===== src/rtl/mdio_master.sv =====
// Clause-22 MDIO management station: turns Wishbone single reads and writes
// into MDC/MDIO frames and returns the PHY's read data (err when nobody answers).
`timescale 1ns/1ps
module mdio_master #(
  parameter int MDC_HALF      = 20,
  parameter int PREAMBLE_BITS = 32
) (
  input  logic        clk,
  input  logic        rst,
  input  logic        cyc,
  input  logic        stb,
  input  logic        we,
  input  logic [9:0]  addr,
  input  logic [15:0] data_write,
  output logic [15:0] data_read,
  output logic        ack,
  output logic        err,
  output logic        mdc,
  output logic        mdo,
  output logic        mdo_en,
  input  logic        mdi
);

  localparam int              PH_W     = $clog2(MDC_HALF);
  localparam logic [PH_W-1:0] PH_LAST  = PH_W'(MDC_HALF - 1);
  localparam logic [5:0]      PRE_LAST = 6'(PREAMBLE_BITS - 1);

  typedef enum logic [2:0] {
    S_IDLE,
    S_PRE,
    S_HDR,
    S_TA,
    S_DATA,
    S_DONE
  } state_t;

  state_t          state;
  logic [PH_W-1:0] phase;
  logic [5:0]      bit_cnt;
  logic [15:0]     tx_sr;
  logic [15:0]     wdata_q;
  logic [15:0]     rx_sr;
  logic            is_read;
  logic            ta_err;
  logic            req;
  logic            half_end;

  assign req      = cyc && stb;
  assign half_end = (phase == PH_LAST);

  // ST, OP, PHYAD, REGAD left-aligned; tx_sr[15] is always the bit on the line.
  function automatic logic [15:0] frame_header(input logic write, input logic [9:0] a);
    frame_header = {2'b01, (write ? 2'b01 : 2'b10), a, 2'b00};
  endfunction

  always_ff @(posedge clk) begin
    if (rst) begin
      state     <= S_IDLE;
      phase     <= '0;
      bit_cnt   <= '0;
      mdc       <= 1'b0;
      mdo       <= 1'b1;
      mdo_en    <= 1'b0;
      ack       <= 1'b0;
      err       <= 1'b0;
      data_read <= '0;
    end else begin
      ack <= 1'b0;
      err <= 1'b0;
      case (state)
        S_IDLE: begin
          mdc       <= 1'b0;
          mdo       <= 1'b1;
          mdo_en    <= 1'b0;
          data_read <= '0;
          if (req) begin
            is_read <= !we;
            wdata_q <= data_write;
            ta_err  <= 1'b0;
            phase   <= '0;
            bit_cnt <= '0;
            mdo_en  <= 1'b1;
            tx_sr   <= frame_header(we, addr);
            if (PREAMBLE_BITS > 0) begin
              state <= S_PRE;
              mdo   <= 1'b1;
            end else begin
              state <= S_HDR;
              mdo   <= 1'b0;
            end
          end
        end

        S_DONE: begin
          state     <= S_IDLE;
          data_read <= '0;
        end

        default: begin
          if (!half_end) begin
            phase <= phase + 1'b1;
          end else if (!mdc) begin
            // Rising MDC: the PHY's bit has been stable for the whole low phase.
            phase <= '0;
            mdc   <= 1'b1;
            if (state == S_TA && bit_cnt[0])
              ta_err <= mdi;
            if (state == S_DATA)
              rx_sr <= {rx_sr[14:0], mdi};
          end else begin
            phase <= '0;
            mdc   <= 1'b0;
            case (state)
              S_PRE: begin
                if (bit_cnt == PRE_LAST) begin
                  state   <= S_HDR;
                  bit_cnt <= '0;
                  mdo     <= tx_sr[15];
                end else begin
                  bit_cnt <= bit_cnt + 6'd1;
                  mdo     <= 1'b1;
                end
              end

              S_HDR: begin
                if (bit_cnt == 6'd13) begin
                  state   <= S_TA;
                  bit_cnt <= '0;
                  mdo     <= 1'b1;
                  mdo_en  <= !is_read;
                end else begin
                  bit_cnt <= bit_cnt + 6'd1;
                  mdo     <= tx_sr[14];
                  tx_sr   <= {tx_sr[14:0], 1'b0};
                end
              end

              S_TA: begin
                if (bit_cnt == 6'd1) begin
                  state   <= S_DATA;
                  bit_cnt <= '0;
                  tx_sr   <= wdata_q;
                  mdo     <= is_read ? 1'b1 : wdata_q[15];
                end else begin
                  bit_cnt <= 6'd1;
                  mdo     <= is_read;
                end
              end

              S_DATA: begin
                if (bit_cnt == 6'd15) begin
                  state   <= S_DONE;
                  bit_cnt <= '0;
                  mdo     <= 1'b1;
                  mdo_en  <= 1'b0;
                  // A master that abandoned the cycle gets no completion pulse.
                  if (req) begin
                    if (is_read && ta_err) begin
                      err       <= 1'b1;
                      data_read <= 16'hFFFF;
                    end else begin
                      ack       <= 1'b1;
                      data_read <= is_read ? rx_sr : 16'h0000;
                    end
                  end
                end else begin
                  bit_cnt <= bit_cnt + 6'd1;
                  mdo     <= is_read ? 1'b1 : tx_sr[14];
                  tx_sr   <= {tx_sr[14:0], 1'b0};
                end
              end

              default: state <= S_IDLE;
            endcase
          end
        end
      endcase
    end
  end

endmodule


===== config.mk =====
export PLATFORM = sky130hd
export DESIGN_NAME = mdio_master
export DESIGN_NICKNAME = d
export VERILOG_FILES = /design/src/rtl/mdio_master.sv
export SDC_FILE = /design/constraint.sdc
export NUM_CORES = 1
export LEC_CHECK = 0
export CAP_MARGIN = 20
export CORE_ASPECT_RATIO = 1.25
export CORE_MARGIN = 3
export CORE_UTILIZATION = 54
export DETAILED_ROUTE_END_ITERATION = 16
export PLACE_DENSITY_LB_ADDON = 0.25
export SLEW_MARGIN = 5
export SYNTH_ARGS = -nofsm -noshare
export SYNTH_HDL_FRONTEND = slang
export SYNTH_SLANG_ARGS = --single-unit
export TNS_END_PERCENT = 100

===== constraint.sdc =====
create_clock -name clk -period 4.7 [get_ports clk]
set_clock_uncertainty 0.15 [all_clocks]
set_input_delay 0.94 -clock clk [delete_from_list [all_inputs] [get_ports clk]]
set_output_delay 0.94 -clock clk [all_outputs]
set_load 0.02 [all_outputs]

# [Word level (Yosys, flattened, before mapping)]
# Cells that the tools add are included.
[totals] word_cells=132 output_inout_bits=21 reg_bits=85
[op_classes] n_bitwise=8 n_addsub=2 muxes=59 reduce_logical=28 n_eq_ne=21
[ops] op="16-bit two-way mux" n=8
[ops] op="16-bit case mux with 3 select lines" n=1
[ops] op="6-bit two-way mux" n=6
[ops] op="16-bit case mux with 2 select lines" n=1
[ops] op="6-bit case mux with 4 select lines" n=1
[ops] op="1-bit two-way mux" n=22
[ops] op="3-bit two-way mux" n=7
[ops] op="5-bit AND reduction" n=3
[ops] op="6-bit by 4-bit equality test with 1-bit output (second input constant)" n=2
[ops] op="3-bit case mux with 4 select lines" n=1
[ops] op="6-bit case mux with 2 select lines" n=1
[ops] op="6-bit AND reduction" n=2
[ops] op="5-bit two-way mux" n=2
[ops] op="1-bit case mux with 2 select lines" n=5
[ops] op="5-bit case mux with 2 select lines" n=1
[ops] op="9-bit AND reduction" n=1
[ops] op="3-bit nonzero test" n=3
[ops] op="4-bit by 1-bit != test with 1-bit output (second input constant)" n=2
[ops] op="4-bit != test (second input constant)" n=2
[ops] op="1-bit inverter" n=8
[ops] op="8-bit OR reduction" n=1
[ops] op="7-bit AND reduction" n=1
[ops] op="6-bit by 1-bit adder with 6-bit output (second input constant)" n=1
[ops] op="3-bit by 2-bit equality test with 1-bit output (second input constant)" n=2
[ops] op="25 further kinds" n=34

# [Depth between registers and ports, before layout]
[logic_depth] ltp_word=6 ltp_mapped=9 ltp_nobuf=7

# [Least setup slack after synthesis]
# OpenSTA, ideal clock, no wires.
[synth_path] path_kind="in2reg" start="input port rst" end="register rx_sr[0], enable pin" n_path_buf=1 path_stages=2 setup_ps=436 arrival_time_ps=2897 path_slack_ps=1217 path_cell_list="clkbuf_1 -> nor4b_1"
[synth_via] elab_chain_cells=2
[synth_lines] element="from (decl)" line="9" source="input logic rst,"
[synth_lines] element="1-bit inverter (no source line)"
[synth_lines] element="5-bit AND reduction (no source line)"
[synth_lines] element="to (signal assigned)" line="109" source="rx_sr <= {rx_sr[14:0], mdi};"
[synth_lines] element="to (decl)" line="42" source="logic [15:0] rx_sr;"
# No other way between the ends.
# A chain may end at the register's enable or synchronous reset.

# [Worst setup path in the final report]
[layout_path] start="register state[2]" end="register tx_sr[12], enable pin"
[layout_via] elab_chain_cells=3 elab_cells_between_ends=14 classes_between="eq/ne (8); bitwise (1); reduce/logical (5)"
[layout_lines] element="from (decl)" line="37" source="state_t state;"
[layout_lines] element="from (signal assigned)" line="58" source="state <= S_IDLE;"
[layout_lines] element="from (signal assigned)" line="85" source="state <= S_PRE;"
[layout_lines] element="from (signal assigned)" line="88" source="state <= S_HDR;"
[layout_lines] element="3-bit by 2-bit equality test with 1-bit output (tied with other cells)" line="113" source="case (state)"
[layout_lines] element="3-bit != test (no source line) (tied with other cells)"
[layout_lines] element="9-bit AND reduction (no source line) *"
[layout_lines] element="to (signal assigned)" line="134" source="tx_sr <= {tx_sr[14:0], 1'b0};"
[layout_lines] element="to (signal assigned)" line="142" source="tx_sr <= wdata_q;"
[layout_lines] element="to (signal assigned)" line="169" source="tx_sr <= {tx_sr[14:0], 1'b0};"
[layout_lines] element="to (decl)" line="40" source="logic [15:0] tx_sr;"
# Mark *: on every way between the ends. The rest lies on a longest branch, timed or not.

==> results by group <==
Timing
  • Fin crit period: 2889 ps
  • Worst-Margin Slew: 862.1 ps
  • Final Max Tran Viols: 0
  • Max Fclk: 346.1 MHz
  • Min Hold Slack: 305.4 ps
  • Fin. Hold Viols: 0
  • RSZ-0062 raised after global routing: false
  • Crit share post-route: 0.6147
  • Setup TNS: 0 ps
  • Final Setup Violations: 0
  • Max_slew headroom: 0.4239

Clocking
  • Max clock buf depth: 2
  • Clk pin slew, worst setup/hold paths: 100 ps
  • CTS buffer count: 9
  • Clk sinks: 85
  • Post-cts repair resize count: 0
  • Hold Buf Count CTS: 0
  • Worst skew pair latency: 350 ps
  • TritonCTS clock tree: done
  • Root Driver: clkbuf_8
  • # Post-CTS Setup Buffers: 0
  • CTS H-tree depth: 3

Routing
  • Wire per inst: 15.52 µm
  • Vias: 3029
  • Routed WL: 7854 µm
  • Drt drc: 0
  • DRT Pass-1 Iters: 5
  • Detail Route Antenna Nets: 0
  • Vias/cell: 5.986
  • Detailed router's first-iteration violation count: 275

Synthesis
  • Synth area leaders: edfxtp_1 (39%), dfxtp_1 (18%), nand2_1 (5.9%)
  • Gate Count Post-Synth: 374
  • Top FF cell, synth: edfxtp_1
  • Number of register bits inferred by synthesis: 85
  • Most frequent cell after synthesis: nand2_1
  • Sequential fraction of the synthesis area: 0.5712
  • Syn Nets: 409
  • Synth top area share: 0.3895
  • Post-synth top cells: nand2_1 (61), edfxtp_1 (50), dfxtp_1 (35)
  • Synth warnings: 0
  • Post-synth ARST share: 0
  • Syn_area_per_cell: 10.31 µm²
  • Post-synth EDFFs: 50
  • Distinct cell type count after synthesis: 59
  • Area leader, netlist: edfxtp_1
  • Netlist Area Pre-Place: 3855 µm²

Die
  • Die W: 81.57 µm
  • I/O pin cnt: 53
  • Initial Utilization: 0.5728
  • FP Rows: 33
  • Core box area: 6730 µm²
  • Die Y-Extent: 100.5 µm
  • Die Area: 8195 µm²

Power and ir drop
  • Power Dens Cells: 393.9 nW/µm²
  • Static leakage: 0.001540 µW
  • Peak supply drop: 236.7 µV
  • Total power: 1810 µW

Worst setup path
  • Crit path max fanout: 26
  • Worst R2R Path Depth: 6
  • Critical Path Start Type: flop
  • CP Buf/Inv Count: 1
  • Crit path required time: 4600 ps
  • Crit-path cells: nor2b_1, nand2_1, o21ai_0, nand2b_1, a21oi_1, buf_4
  • R2r setup slk: 1810 ps
  • Crit path max-delay family: simple AND/OR/NAND/NOR gates
  • Worst endpoint data arrival time: 2790 ps
  • CP Class: flop to flop
  • Worst Setup End Kind: flop
  • Critical Path Max Stage Delay: 860 ps
  • Crit. path cell count: 6
  • Worst path slowest cell: dfxtp_1

Placed design
  • DP Wirelength: 5294 µm
  • Placed cell areas: 4398 µm²
  • Port bufs: 52
  • Final Wtd Congestion: 0.9299

Min path
  • Class of the worst hold path: flop to flop
  • Worst hold path cell count: 2

Cells and area
  • # diodes: 0
  • Fin nets: 449
  • Design Area, Final: 4596 µm²
  • Synthesis-to-finish area growth: 19.21%
  • Share of layout cells above drive strength 1: 0.07160
  • Fin util: 0.6828

Global route
  • First-pass GRT wire length: 12700 µm
  • GRT Total Usage: 0.2025
  • Largest net degree at the start of global routing: 27
  • Initial antenna violation count: 0
  • Number of global-route vias before repair: 2613
  • Gr ovfl total: 0

Status
  • Status: finished, final reports clean

Run
  • Max-cap violations: 0
-- layout make-up --
cell class	instances	area, µm²
Clock buffer	9	123.9
Timing Repair Buffer	56	550.5
Tap cell	87	108.9
Sequential cell	85	2202
Fill cell	516	2135
Clock inverter	7	73.82
Inverter	9	33.78
Multi-Input combinational cell	253	1503
-- worst register-to-register path, cell delays in order, from the launching register on --
cell      delay, ps
dfxtp_1         860
nor2b_1         240
nand2_1         500
o21ai_0         240
nand2b_1        210
a21oi_1         130
buf_4           240
-- flip-flops by register name, summed over array words and instances, names as in the netlist, 3 cells and up --
| name | count |
|---|---|
| state | 3 |
| tx_sr | 16 |
| phase | 5 |
| rx_sr | 16 |
| bit_cnt | 6 |
| data_read | 16 |
| wdata_q | 16 |
-- through the flow --
stage | cells | setup WS (ps)
6_report | 506 | 1811
5_1_grt | 506 | 1549
4_1_cts | 506 | 1844
3_5_place_dp | 490 | 1563
3_3_place_gp | 490 | 1621
2_1_floorplan | 374 | 1217
-- layout by cell type, fill, tap and decap left out, types with 3 or more instances in the layout --
master           Yosys  final
nand2_1             61     61
clkdlybuf4s50_1      0     52
edfxtp_1            50     50
dfxtp_1             35     35
a21oi_1             32     32
nor2_1              30     30
o211ai_1            20     20
a31oi_1             16     16
clkbuf_8             0      9
inv_1                8      8
o21ai_0              8      8
nand2b_1             6      6
nor2b_1              5      5
nand3_1              5      5
and3_1               4      4
buf_4                1      4
mux2i_1              3      3
a21o_1               3      3
nor4_1               3      3
nand4b_1             3      3
nand4_1              3      3
xor2_1               3      3
ha_1                 3      3
-- per-layer routing --
metal	wire (µm)	share of wire	track usage	vias to the layer above
li1	-	-	-	1463
met1	3466	0.44	0.2824	1450
met2	3828	0.49	0.3061	101
met3	420	0.053	0.03667	15
met4	139	0.018	0.09463	0
met5	0	0	0	-
-- logic make-up after synthesis --
kind of cell               Yosys count  synth area share
and+or+nand+nor                    137            0.1766
xor gates and xnor gates             5           0.01136
muxes                                3          0.007790
buffers and inverters               36           0.04317
AOI/OAI and AO/OA                  105            0.1801
adders and majority gates            3          0.009738
DFF                                 85            0.5712
-- final timing paths --
| kind | from | endpoint |
|---|---|---|
| max | state[2]$_SDFFE_PP0P_ | tx_sr[12]$_DFFE_PP_ |
| min | data_read[9]$_SDFFE_PP0P_ | data_read[9]$_SDFFE_PP0P_ |
| max reg2reg | state[2]$_SDFFE_PP0P_ | tx_sr[12]$_DFFE_PP_ |
| min reg2reg | data_read[9]$_SDFFE_PP0P_ | data_read[9]$_SDFFE_PP0P_ |
-- power breakdown --
group          total [µW]  internal [µW]  switching, µW
Clock                 501            209            291
Combinational         370            146            224
Sequential            940            875           65.3
(Power assumes the default switching activity.)
==> RTL change, RTL diff (config.mk and constraints unchanged) <==
Change the parameter `MDC_HALF` from 20 to 40.
--- a/src/rtl/mdio_master.sv
+++ b/src/rtl/mdio_master.sv
@@ -2,7 +2,7 @@
 // into MDC/MDIO frames and returns the PHY's read data (err when nobody answers).
 `timescale 1ns/1ps
 module mdio_master #(
-  parameter int MDC_HALF      = 20,
+  parameter int MDC_HALF      = 40,
   parameter int PREAMBLE_BITS = 32
 ) (
   input  logic        clk,
Behaviour: same outputs for any inputs over 10 cycles, from zero or initial values and one cycle with rst high; that may be too few to reach the edited logic, so the function may still have changed.
==> RTL change against the unedited design <==
Design area rose by 2.2%. Wire length grew 5.6%. Critical endpoint is now data_read[8]. Sequential cell count is 1 higher. Setup slack gained 25 ps. Synthesized area is 1.7% higher. Die area grew 1.6%.
Power is not compared: it rests on default switching activity, and its combinational part moved more than twofold at a synthesized area within 25%.
==> RTL change: results (changes against the unedited design) <==
Run status
  • Status: completed

Final layout
  • Filler instances: 575 (+11%)
  • Multi-input logic area: 0.001546 mm2 (+2.9%)
  • Fraction of area in clock buffers and inverters: 4.823% (+0.52 points)
  • Share of cells above drive strength 1: 7.452% (+0.29 points)
  • Sequential cell area share: 47.32% (-0.60 points)
  • Final-stage net count: 446 (-0.67%)
  • Multi-input gate count: 249 (-1.6%)
  • Signal buffers share of area: 11.88% (-0.095 points)

Yosys
  • Mux contribution to synthesized area: 3.830% (+3.1 points)
  • Largest cells by area after synthesis: edfxtp_1 38%, dfxtp_1 18%, a21oi_1 4.3%, nand2_1 4.0%, mux2i_1 3.8%
  • Post-synth cell types: 58 (-1.7%)
  • Post-synth top cells: 50 x edfxtp_1, 42 x nand2_1, 36 x dfxtp_1, 34 x a21oi_1
  • Mapped Nets: 403 (-1.5%)
  • Post-Synth Adder-Cell Area: 0.9575% (-0.016 points)
  • Post-Synth XOR/XNOR Area: 0% (-1.1 points)
  • Register area share after synthesis: 56.69% (-0.44 points)
  • Cell count after synthesis: 368 (-1.6%)
  • Compound-cell area share of the yosys netlist: 17.91% (-0.11 points)

GRT
  • M1 GR Usage: 28.24% (about the same)
  • GR Layer Usage met2: 33.46% (+2.8 points)
  • Vias in the first global route: 2,707 (+3.6%)

Detailed routing
  • Detailed-routing wirelength on met1: 3601 um (+3.9%)
  • Vias per Instance: 5.953 (-0.56%)
  • Met2 wire length: 4137 um (+8.1%)
  • Starting DRC count in detailed routing: 203 (-26%)
  • Final wirelength: 8296 um (+5.6%)

Setup path
  • CP Data Arrival Time: 2980 ps (+190 ps)
  • Critical path fanouts, max: 21 (-19%)
  • Reg2Reg Setup Slack: 1840 ps (+20 ps)

Clock network
  • Clk sinks: 86 (+1.2%)

STA
  • Worst Hold Slack: 308.4 ps (+2.949 ps)
  • Max-slew headroom: 40.56% (-1.8 points)
RTL change: cell count changes after synthesis, sizes merged, moves of 4 or more:
cell and delta:
nor2 -9, and2 +4, o22ai +6, a211oi +4, nand2 -19, mux2i +12
nor3 +6, a31oi -14, o21ai +11
RTL change: final timing paths:
check	start	endpoint	depth (start not counted)
setup / recovery	state[2]	data_read[8]	4
setup reg to reg	state[2]	data_read[8]	4
hold reg to reg	data_read[4]	data_read[4]	2
hold / removal	data_read[4]	data_read[4]	2
RTL change: stage by stage:
| stage | worst slack (ps) | instance area (um2) | power [mW] |
|---|---|---|---|
| finish | 1836 | 4696 | 1.486 |
| CTS | 1876 | 4696 | 1.494 |
| detailed placement | 1535 | 4469 | 0.9202 |
| global placement | 1671 | 4469 | 0.9182 |
| global route | 1710 | 4696 | 1.543 |
| floorplan | 1323 | 3920 | 0.8777 |
RTL change: critical path, stage by stage (launching register included):
cell and delay [ps]:
dfxtp_1 770, or3b_1 600, nor4_4 800, o211ai_1 250, a21oi_1 200
